$ cat src/rtl/cpu_types_pkg.sv
// Shared types for the five-stage MIPS core: register indices, PC source
// encoding, hazard controller state and the bundle of latch controls.
package cpu_types_pkg;

    typedef logic [4:0] regbits_t;

    localparam logic [1:0] PCSRC_SEQ = 2'b00;

    typedef enum logic [1:0] {
        RUN     = 2'd0,
        MEMWAIT = 2'd1,
        DRAIN   = 2'd2,
        HALTED  = 2'd3
    } hazard_state_t;

    // Enables and synchronous clears for the PC and the four pipeline latches
    typedef struct packed {
        logic pc_en;
        logic ifid_en;
        logic idex_en;
        logic exmem_en;
        logic memwb_en;
        logic ifid_flush;
        logic idex_flush;
        logic exmem_flush;
    } latch_ctrl_t;

    localparam latch_ctrl_t CTRL_ADVANCE = 8'b11111_000;
    localparam latch_ctrl_t CTRL_FREEZE  = 8'b00000_000;

endpackage

$ cat src/rtl/hazard_perf.sv
// Saturating stall and control-flow flush counters for the hazard controller.
// Only instantiated when HAZARD_PERF_EN is defined.
module hazard_perf (
    input  logic        CLK,
    input  logic        nRST,
    input  logic        stall_inc,
    input  logic        flush_inc,
    output logic [31:0] stall_cnt,
    output logic [31:0] flush_cnt
);

    function automatic logic [31:0] sat_inc(input logic [31:0] v);
        return (v == 32'hFFFF_FFFF) ? v : v + 32'd1;
    endfunction

    // Count events, sticking at all-ones rather than wrapping
    always_ff @(posedge CLK or negedge nRST) begin
        if (!nRST) begin
            stall_cnt <= '0;
            flush_cnt <= '0;
        end else begin
            if (stall_inc) stall_cnt <= sat_inc(stall_cnt);
            if (flush_inc) flush_cnt <= sat_inc(flush_cnt);
        end
    end

endmodule

$ cat src/rtl/hazard_control.sv
// Hazard and stall controller: sole producer of PC/latch enables and flushes.
// Handles load-use bubbles, EX-resolved control flow, data-cache freezes,
// fetch misses and halt draining.
// Optional build macro HAZARD_PERF_EN adds stall_cnt/flush_cnt counters.
module hazard_control
    import cpu_types_pkg::*;
#(
    parameter int DRAIN_CYCLES = 2
) (
    input  logic       CLK,
    input  logic       nRST,
    input  logic       ihit,
    input  logic       dhit,
    input  logic       dREN_MEM,
    input  logic       dWEN_MEM,
    input  regbits_t   rs_ID,
    input  regbits_t   rt_ID,
    input  logic       memtoReg_EX,
    input  regbits_t   wsel_EX,
    input  logic [1:0] PC_Src_EX,
    input  logic       halt_EX,
    output logic       pc_en,
    output logic       ifid_en,
    output logic       idex_en,
    output logic       exmem_en,
    output logic       memwb_en,
    output logic       ifid_flush,
    output logic       idex_flush,
    output logic       exmem_flush,
    output logic       halted
`ifdef HAZARD_PERF_EN
    ,
    output logic [31:0] stall_cnt,
    output logic [31:0] flush_cnt
`endif
);

    localparam int CNT_W = (DRAIN_CYCLES < 2) ? 1 : $clog2(DRAIN_CYCLES + 1);
    localparam logic [CNT_W-1:0] DRAIN_LOAD = CNT_W'(DRAIN_CYCLES);
    localparam logic [CNT_W-1:0] CNT_ONE    = CNT_W'(1);

    hazard_state_t    state, state_n;
    logic [CNT_W-1:0] drain_cnt, drain_cnt_n;
    latch_ctrl_t      ctrl;
    logic             mem_wait;
    logic             ctrl_flow;
    logic             load_use;

    // Raw hazard conditions from the current pipeline contents
    always_comb begin
        mem_wait  = (dREN_MEM | dWEN_MEM) & ~dhit;
        ctrl_flow = (PC_Src_EX != PCSRC_SEQ);
        // $0 is never really written, so a load targeting it cannot hazard
        load_use  = memtoReg_EX && (wsel_EX != '0) &&
                    ((wsel_EX == rs_ID) || (wsel_EX == rt_ID));
    end

    // Next-state and latch-control decode, priority ordered within each state
    always_comb begin
        state_n     = state;
        drain_cnt_n = drain_cnt;
        ctrl        = CTRL_ADVANCE;
        case (state)
            RUN: begin
                if (mem_wait) begin
                    ctrl    = CTRL_FREEZE;
                    state_n = MEMWAIT;
                end else if (halt_EX) begin
                    // Kill everything younger than the halt, let EX/MEM/WB retire
                    ctrl.pc_en      = 1'b0;
                    ctrl.ifid_flush = 1'b1;
                    ctrl.idex_flush = 1'b1;
                    drain_cnt_n     = DRAIN_LOAD;
                    state_n         = (DRAIN_CYCLES == 0) ? HALTED : DRAIN;
                end else if (ctrl_flow) begin
                    // Redirect the PC once the target fetch can proceed
                    ctrl.pc_en      = ihit;
                    ctrl.ifid_flush = 1'b1;
                    ctrl.idex_flush = 1'b1;
                end else if (load_use) begin
                    // Hold PC and ID, push a bubble into EX
                    ctrl.pc_en      = 1'b0;
                    ctrl.ifid_en    = 1'b0;
                    ctrl.idex_flush = 1'b1;
                end else if (!ihit) begin
                    // No valid fetch yet: feed a bubble into ID
                    ctrl.pc_en      = 1'b0;
                    ctrl.ifid_flush = 1'b1;
                end
            end
            MEMWAIT: begin
                if (dhit) begin
                    // Release the freeze; a branch held in EX resolves now
                    state_n = RUN;
                    if (ctrl_flow) begin
                        ctrl.ifid_flush = 1'b1;
                        ctrl.idex_flush = 1'b1;
                    end
                end else begin
                    ctrl = CTRL_FREEZE;
                end
            end
            DRAIN: begin
                ctrl.pc_en      = 1'b0;
                ctrl.ifid_flush = 1'b1;
                ctrl.idex_flush = 1'b1;
                if (mem_wait) begin
                    // Retiring memory op stalled: hold the tail and the count
                    ctrl.exmem_en = 1'b0;
                    ctrl.memwb_en = 1'b0;
                end else if (drain_cnt <= CNT_ONE) begin
                    drain_cnt_n = '0;
                    state_n     = HALTED;
                end else begin
                    drain_cnt_n = drain_cnt - CNT_ONE;
                end
            end
            HALTED: begin
                ctrl = CTRL_FREEZE;
            end
            default: begin
                ctrl    = CTRL_FREEZE;
                state_n = RUN;
            end
        endcase
    end

    assign pc_en       = ctrl.pc_en;
    assign ifid_en     = ctrl.ifid_en;
    assign idex_en     = ctrl.idex_en;
    assign exmem_en    = ctrl.exmem_en;
    assign memwb_en    = ctrl.memwb_en;
    assign ifid_flush  = ctrl.ifid_flush;
    assign idex_flush  = ctrl.idex_flush;
    assign exmem_flush = ctrl.exmem_flush;

    // Controller state, drain count and the registered halted flag
    always_ff @(posedge CLK or negedge nRST) begin
        if (!nRST) begin
            state     <= RUN;
            drain_cnt <= '0;
            halted    <= 1'b0;
        end else begin
            state     <= state_n;
            drain_cnt <= drain_cnt_n;
            halted    <= (state_n == HALTED);
        end
    end

`ifdef HAZARD_PERF_EN
    logic stall_inc;
    logic flush_inc;

    // A control-flow flush is taken either in RUN or on release from MEMWAIT
    always_comb begin
        stall_inc = !ctrl.pc_en && (state != HALTED);
        flush_inc = ctrl_flow &&
                    (((state == RUN) && !mem_wait && !halt_EX) ||
                     ((state == MEMWAIT) && dhit));
    end

    hazard_perf u_perf (
        .CLK       (CLK),
        .nRST      (nRST),
        .stall_inc (stall_inc),
        .flush_inc (flush_inc),
        .stall_cnt (stall_cnt),
        .flush_cnt (flush_cnt)
    );
`endif

endmodule

$ cat config.mk
export PLATFORM = sky130hd
export DESIGN_NAME = hazard_control
export DESIGN_NICKNAME = d
export VERILOG_FILES = /design/src/rtl/cpu_types_pkg.sv /design/src/rtl/hazard_perf.sv /design/src/rtl/hazard_control.sv
export SDC_FILE = /design/constraint.sdc
export NUM_CORES = 1
export LEC_CHECK = 0
export ABC_AREA = 1
export CORE_MARGIN = 2
export CORE_UTILIZATION = 33
export DETAILED_ROUTE_END_ITERATION = 8
export GPL_ROUTABILITY_DRIVEN = 0
export GPL_TIMING_DRIVEN = 0
export HOLD_SLACK_MARGIN = 0.08
export PLACE_DENSITY = 0.75
export RECOVER_POWER = 50
export SYNTH_ARGS = -nofsm -noshare
export SYNTH_HDL_FRONTEND = slang
export SYNTH_SLANG_ARGS = --single-unit
$ cat constraint.sdc
create_clock -name CLK -period 1 [get_ports CLK]
set_input_delay 0.1 -clock CLK [delete_from_list [all_inputs] [get_ports CLK]]
set_output_delay 0.1 -clock CLK [all_outputs]
set_load 0.01 [all_outputs]
# Word-level counts from Yosys, hierarchy flattened

Cells that the tools add are included.

Flip-flop bits (word level): 5
Input port bits: 25
Output and inout port bits: 9
Logic and storage cells: 59

$add $sub $neg: 1
Order comparisons: 1
Equality and inequality tests: 9
Mux-type cells: 33
Bitwise logic cells: 3
Reduce and logical (&&, ||, !) cells: 9

Operators by type and width:

| operator            | number |
|---|---|
| $mux 2              | 16 |
| $pmux 4 s4          | 1 |
| $pmux 2 s3          | 2 |
| $eq 5x5->1          | 2 |
| $mux 1              | 10 |
| $eq 2x2->1 const B  | 3 |
| $ne 2x2->1 const B  | 3 |
| $mux 5              | 1 |
| $reduce_bool 5->1   | 1 |
| $pmux 2 s2          | 1 |
| $reduce_and 4->1    | 1 |
| $reduce_bool 2->1   | 2 |
| $mux 3              | 1 |
| $pmux 1 s3          | 1 |
| $eq 2x1->1 const B  | 1 |
| $le 2x1->1 const B  | 1 |
| $logic_and 1x1->1   | 2 |
| $logic_not 2->1     | 1 |
| $reduce_or 2->1     | 1 |
| $sub 2x1->2 const B | 1 |
| $and 1x1->1         | 1 |
| $logic_or 1x1->1    | 1 |
| $not 1->1           | 1 |
| $or 1x1->1          | 1 |

# Logic depth before layout (Yosys ltp)

Gate-level depths: netlist of the first run.

Depth in word-level cells: 8
Depth in mapped cells: 10
Mapped depth without buffers: 10

# Least setup slack after synthesis of the first run

OpenSTA, ideal clock, no wires.

Path kind: register to output
Start point: register state[0]
End point: output pc_en
Data arrival time: 0.993 ns
Required time: 0.900 ns
Path slack: -0.093 ns
Stages on the path, launching flop included: 7
Path buffers: 0
Cell sequence: dfrtp_1 nor2_1 inv_2 nor2_1 and3_1 nand2_1 nand2_1

Cells in the longest elaborated chain, start to end: 3
Elaborated cells on any way between the ends: 6
Classes of those cells: eq/ne (3); mux (1); reduce/logical (2)

RTL lines:

| element                   | RTL line              | source |
|---|---|---|
| from (decl)               | hazard_control.sv:42  | `hazard_state_t state, state_n;` |
| from (signal assigned)    | hazard_control.sv:144 | `state <= state_n;` |
| $eq 2x2->1                | hazard_control.sv:63  | `case (state)` |
| $reduce_or 2->1 (no line) | n/a                   |  |
| $pmux 1 s3 *              | hazard_control.sv:63  |  |
| to (decl)                 | hazard_control.sv:22  | `output logic pc_en,` |

Every way passes the cells marked *; elsewhere a longest branch is shown, timed or not.

# Worst setup path after layout of the first run

Start point: register state[0]
End point: output ifid_en

Cells in the longest elaborated chain, start to end: 2
Elaborated cells on any way between the ends: 4
Classes of those cells: eq/ne (2); mux (1); reduce/logical (1)

RTL lines:

| element                            | RTL line             | source |
|---|---|---|
| $eq 2x2->1 (tied with other cells) | hazard_control.sv:63 |  |
| $pmux 2 s3 *                       | hazard_control.sv:63 |  |
| to (decl)                          | hazard_control.sv:23 | `output logic ifid_en,` |

Marked as above.

==> out/results.ini, run 1 <==
[power]
p_leak_nw=0.581
total_power_mw=1.01
ir_drop_mv=0.833
pwr-share-seq_pct=25.1
clkPwrFrac_pct=21.9
swShare_pct=34.9
p_per_area_mw_per_mm2=919
internal_power_uw=658
p_sw_uw=354
p_comb_share_pct=53.0

[synth]
syn_area_um2=571
synth_top_area_share_pct=22.4
syn_nets=130
synthFlopType=dfrtp_1
yosysWarnings=0
seq_area_frac_synth_pct=21.9
synth_cell_type_count=21
synth_area_leader_cell=nand2_1
ys_async_sr_fraction_pct=100
ys_seq_elements=5
avgSynthCellArea_um2=5.43
synth.area.top_cells=nand2_1 (22%), dfrtp_1 (22%), inv_1 (11%)
synth_cells=105
synth_enable_flop_cells=0

[grt]
grt_antenna_before_repair=0
global_route.usage.total_pct=17.6
grt-ovfl-total=0
grt_pass1_vias=674
grt_pass1_wl_um=2730
grt_start_max_net_pins=6

[setup_path]
startpoint=state[0]
criticalPathCategory=reg2out
ff2ff_path_depth=6
crit_required_ps=900
r2r_slack_ps=-180
reg2reg_from=state[0]
crit_arrival_ps=1330
startpoint_type=register
r2r-end=halted
setup.worst_path.end_class=output pin
critPathMaxFanout=4

[sta]
drv_slew=0
fin_ws_ps=-432
min_period_over_period_pct=143
rsz0062_at_grt=yes
timing.hold.ws_ps=506
final-hold-violation-count=0
skew_ps=3.39
min_period_ps=1430
setup_viol=12
fin_tns_setup_ps=-3280
fmax_ghz=0.698

[floorplanning]
die_x_um=45.6
die_h_um=45.6
rows=15
design.portCount=34
core_region_area_mm2=0.00167
die_area_mm2=0.00208
initial_core_util_pct=34.2

[routing]
first_pass_iters=4
met1_length_um=731
dr.first_iter.drc_count=11
wl_met3_um=44
post-route-drc-count=0
ant_nets=0
top_layer=met3
wl_per_cell_um=11.0
wl_met2_um=1080
vias=778
routed_wl_um=1850
viasPerCell=4.63

[clock_network]
cts_max_path_buffers=2
cts_tree=built
cts_root_buf=clkbuf_4
clk_pin_slew_worst_paths_ps=40
clock_latency_ps=230
cts.sinks=5
cts_buffers=3
cts_max_level=1

[finish]
drive_gt1_share_pct=36.4
syn2layout_area_growth_pct=93.0
diodes=0
finalCoreUtilization_pct=65.9
final_cells=168
nNetsFinal=177
final_cell_mix=nand2_1 (31), dlygate4sd2_1 (17), inv_1 (13), inv_2 (10), buf_6 (9)
final_common_cell=nand2_1

[hold_path]
hp-start=drain_cnt[1]
hold_class=reg2reg
min_path_cells=2
min_to=drain_cnt[0]

[run_status]
violations=negative setup slack
status=finished, violations left

[place]
dp.cells=154
io_buffer_count=32
dp_hpwl_um=1200

[job]
cap_viol_max_count=0

[critical path: stages (launching register included)]
cell	delay (ps)
dfrtp_2	430
buf_6	130
nand3_4	90
o21ai_4	70
inv_2	70
nand4_1	80
nand2_1	80
inv_2	30
buf_6	110
[power by group through the flow]
stage	Combinational [mW]	Clock, mW	Sequential [mW]
floorplan	0.206	0	0.252
global placement	0.440	0	0.249
detailed placement	0.445	0	0.250
CTS	0.501	0.235	0.249
global route	0.581	0.256	0.259
finish	0.537	0.222	0.254
[stage by stage]
step,area (um2),setup slack [ps]
global placement,928,-903
detailed placement,928,-916
global route,1100,-546
floorplan,587,-60.8
finish,1100,-432
CTS,1060,-419
[what timing repair did]
item,CTS,global route
gates resized for setup,66,7
pin swaps,17,3
hold endpoints to repair,2,0
buffers inserted,7,2
setup endpoints to repair,12,12
hold buffers,1,0
[cell usage after synthesis, types with 2 or more instances]
| cell | instances |
|---|---|
| inv_2 | 7 |
| inv_1 | 16 |
| nand2_2 | 4 |
| xnor2_1 | 2 |
| buf_4 | 2 |
| nand2_1 | 34 |
| nor2_1 | 13 |
| nand3_1 | 8 |
| dfrtp_1 | 5 |
| o21ai_0 | 3 |
[worst max-delay path by stage]
stage / to / cells after the start
detailed placement: idex_flush / 12
global route: ifid_flush / 8
CTS: ifid_flush / 8
finish: ifid_en / 8
global placement: idex_flush / 12
floorplan: halted / 8
[state kept, by name, summed over array words and instances (netlist names)]
signal	count
state	2
drain_cnt	2
halted	1
[layout make-up]
| cell class | instances | area (um2) |
|---|---|---|
| Fill cell | 149 | 569 |
| Multi-Input combinational cell | 74 | 432 |
| Timing Repair Buffer | 42 | 387 |
| Sequential cell | 5 | 126 |
| Inverter | 24 | 90.1 |
| Clock buffer | 4 | 26.3 |
| Tap cell | 17 | 21.3 |
| Buffer | 2 | 18.8 |
[logic make-up (layout without fill, tap and decap cells)]
family	Yosys count	in the layout	share of synthesized area (%)
other	1	1	0.657
XOR/XNOR	2	2	3.07
flip-flops	5	5	21.9
buffers and inverters	26	72	18.4
AO/OA/AOI/OAI	7	7	7.02
AND/OR/NAND/NOR	64	64	48.9
[per-layer routing]
metal | global-route usage (%) | vias up
met1 | 21.3 | 362
met2 | 32.1 | 13
met4 | 6.47 | 0
met3 | 0.794 | 0
li1 | - | 403
met5 | 0 | -
Power figures use the tool's default switching activity.
==> inputs of run 2 (changes only) <==
- CORE_AREA: unset -> 2 2 39 41
- CORE_MARGIN: 2 -> unset
- CORE_UTILIZATION: 33 -> unset
- DIE_AREA: unset -> 0 0 41 43
- DONT_BUFFER_PORTS: unset -> 1
- PLACE_DENSITY: 0.75 -> unset
==> run 2 against run 1 <==
Effect of this change: the flow still finishes with violations (negative setup slack); final cell count down 23%; maximum frequency grew 5.5%; total power shrank 24%; combinational power fell by 47%; die area is 15% lower; critical path depth shrank 1; flip-flop and latch count did not move; worst setup slack improved by 75 ps; via count fell by 24%; sequential share of layout area rose by 6.1 points; largest cell class unchanged; highest routed layer unchanged.
==> out/results.ini, run 2 (synthesis results as in run 1) <==
[place]
dp_hpwl_um=976  ; was 1200 um
post-place-ws_ps=-141  ; was -916 ps
dp.cells=121  ; was 154
placedInstanceArea_um2=607  ; was 928 um2
io_buffer_count=0  ; was 32

[sta]
fmax_ghz=0.736  ; was 0.698 GHz
min_period_ps=1360  ; was 1430 ps
skew_ps=1.15  ; was 3.39 ps
final-hold-violation-count=0  ; unchanged
rsz0062_at_grt=yes  ; unchanged
min_period_over_period_pct=136  ; was 143%
drv_slew=0  ; unchanged
timing.hold.ws_ps=150  ; was 506 ps
setup_viol=11  ; was 12
fin_ws_ps=-358  ; was -432 ps
fin_tns_setup_ps=-2460  ; was -3280 ps

[setup_path]
criticalPathCategory=reg2out  ; unchanged
cpPeakStageDelay_ps=430  ; about the same
critPathMaxFanout=5  ; was 4
cp_slowest_cell=dfrtp_2  ; unchanged
startpoint_type=register  ; unchanged
crit_arrival_ps=1260  ; was 1330 ps
setup.worst_path.end_class=output pin  ; unchanged
cpMostUsedCell=inv_2
crit_buf_inv=3  ; was 4
critical_path.top_delay_family=flip-flops  ; unchanged
crit_required_ps=900  ; about the same
cp_cell_sequence=buf_4 > nand3_4 > o21ai_2 > inv_2 > nand4_1 > nand2_1 > inv_2  ; was buf_6 > nand3_4 > o21ai_4 > inv_2 > nand4_1 > nand2_1 > inv_2 > buf_6

[grt]
grt_antenna_before_repair=0  ; unchanged
grt_start_max_net_pins=6  ; unchanged
global_route.usage.total_pct=15.9  ; was 17.6%
grt-ovfl-total=0  ; unchanged
grt_pass1_wl_um=1990  ; was 2730 um
grt_pass1_vias=550  ; was 674

[floorplanning]
rows=14  ; was 15
die_h_um=43  ; was 45.6 um
die_x_um=41  ; was 45.6 um
die_area_mm2=0.00176  ; was 0.00208 mm2
core_region_area_mm2=0.00138  ; was 0.00167 mm2
initial_core_util_pct=41.2  ; was 34.2%
design.portCount=34  ; unchanged

[finish]
largestRegisters=drain_cnt: 2 flops, state: 2 flops, halted: 1 flops  ; unchanged
final_cells=130  ; was 168
final_cell_mix=nand2_1 (32), inv_1 (13), nor2_1 (11), inv_2 (10), nand3_1 (7)  ; was nand2_1 (31), dlygate4sd2_1 (17), inv_1 (13), inv_2 (10), buf_6 (9)
diodes=0  ; unchanged
finish.instance_area_um2=717  ; was 0.00110 mm2
final_common_cell=nand2_1  ; unchanged
drive_gt1_share_pct=30.7  ; was 36.4%
finalCoreUtilization_pct=51.8  ; was 65.9%
nNetsFinal=140  ; was 177
syn2layout_area_growth_pct=25.7  ; was 93.0%

[power]
total_power_uw=766  ; was 1.01 mW
p_leak_nw=0.388  ; was 0.581 nW
p_per_area_mw_per_mm2=1070  ; was 919 mW/mm2
ir_drop_mv=0.881  ; was 0.833 mV
p_comb_share_pct=36.9  ; was 53.0%
clkPwrFrac_pct=29.2  ; was 21.9%
p_sw_uw=269  ; was 354 uW
internal_power_uw=497  ; was 658 uW
pwr-share-seq_pct=33.9  ; was 25.1%
swShare_pct=35.1  ; was 34.9%

[run_status]
status=finished, violations left  ; unchanged
violations=negative setup slack  ; unchanged

[routing]
ant_nets=0  ; unchanged
vias=592  ; was 778
viasPerCell=4.55  ; was 4.63
routed_wl_um=1200  ; was 1850 um
wl_per_cell_um=9.22  ; was 11.0 um
first_pass_iters=4  ; unchanged
post-route-drc-count=0  ; unchanged
dr.first_iter.drc_count=3  ; was 11

[clock_network]
cts_buffers=3  ; unchanged
cts_max_level=1  ; unchanged
clk_pin_slew_worst_paths_ps=40  ; about the same
cts_root_buf=clkbuf_4  ; unchanged
cts_tree=built  ; unchanged
cts_max_path_buffers=2  ; unchanged
cts.sinks=5  ; unchanged
clock_latency_ps=230  ; about the same

[job]
cap_viol_max_count=0  ; unchanged

[hold_path]
hold_class=in2async  ; was reg2reg

run 2: path summary, 6_finish.rpt:
check / from / endpoint / slack (ps) / cells past startpoint
max: state[0] / ifid_en / -360 / 7
min: nRST / halted / 150 / 1
max reg2reg: state[0] / halted / -120 / 8
min reg2reg: drain_cnt[1] / drain_cnt[0] / 510 / 2
max in group asynchronous: nRST / state[0] / 650 / 1
min in group CLK: dhit / state[0] / 230 / 4
run 2: power by group through the flow:
| stage | Sequential [mW] | Clock (mW) | Combinational [mW] |
|---|---|---|---|
| 4_1_cts | 0.254 | 0.235 | 0.262 |
| 2_1_floorplan | 0.252 | 0 | 0.206 |
| 3_3_place_gp | 0.256 | 0 | 0.233 |
| 5_1_grt | 0.263 | 0.259 | 0.318 |
| 6_report | 0.260 | 0.224 | 0.283 |
| 3_5_place_dp | 0.257 | 0 | 0.236 |
run 2: worst reg2reg max path: stages, from the launching register on:
cell and delay, ps:
dfrtp_2 430, nor2_2 120, inv_2 70, nor2_4 90, inv_2 70, nand2_4 100
nand2_2 60, nand2_1 60, inv_1 30
run 2: layer usage:
metal  GRT usage, %  wire length [um]
met1           18.8               498
met2           27.2               612
met3           2.09                88
met4           6.00                 0
met5              0                 0
run 2: cell type report:
type / count / area, um2
Tap cell: 16 / 20.0
Fill cell: 149 / 667
Timing Repair Buffer: 5 / 42.5
Inverter: 24 / 90.1
Buffer: 2 / 15.0
Clock buffer: 4 / 26.3
Multi-Input combinational cell: 74 / 397
Sequential cell: 5 / 126
run 2: timing repair:
action,in CTS,in global routing
hold buffers,2,0
endpoints found under the setup margin,11,11
buffers inserted,1,2
hold endpoints to repair,7,0
pin swaps,1,4
gates resized for setup,3,6
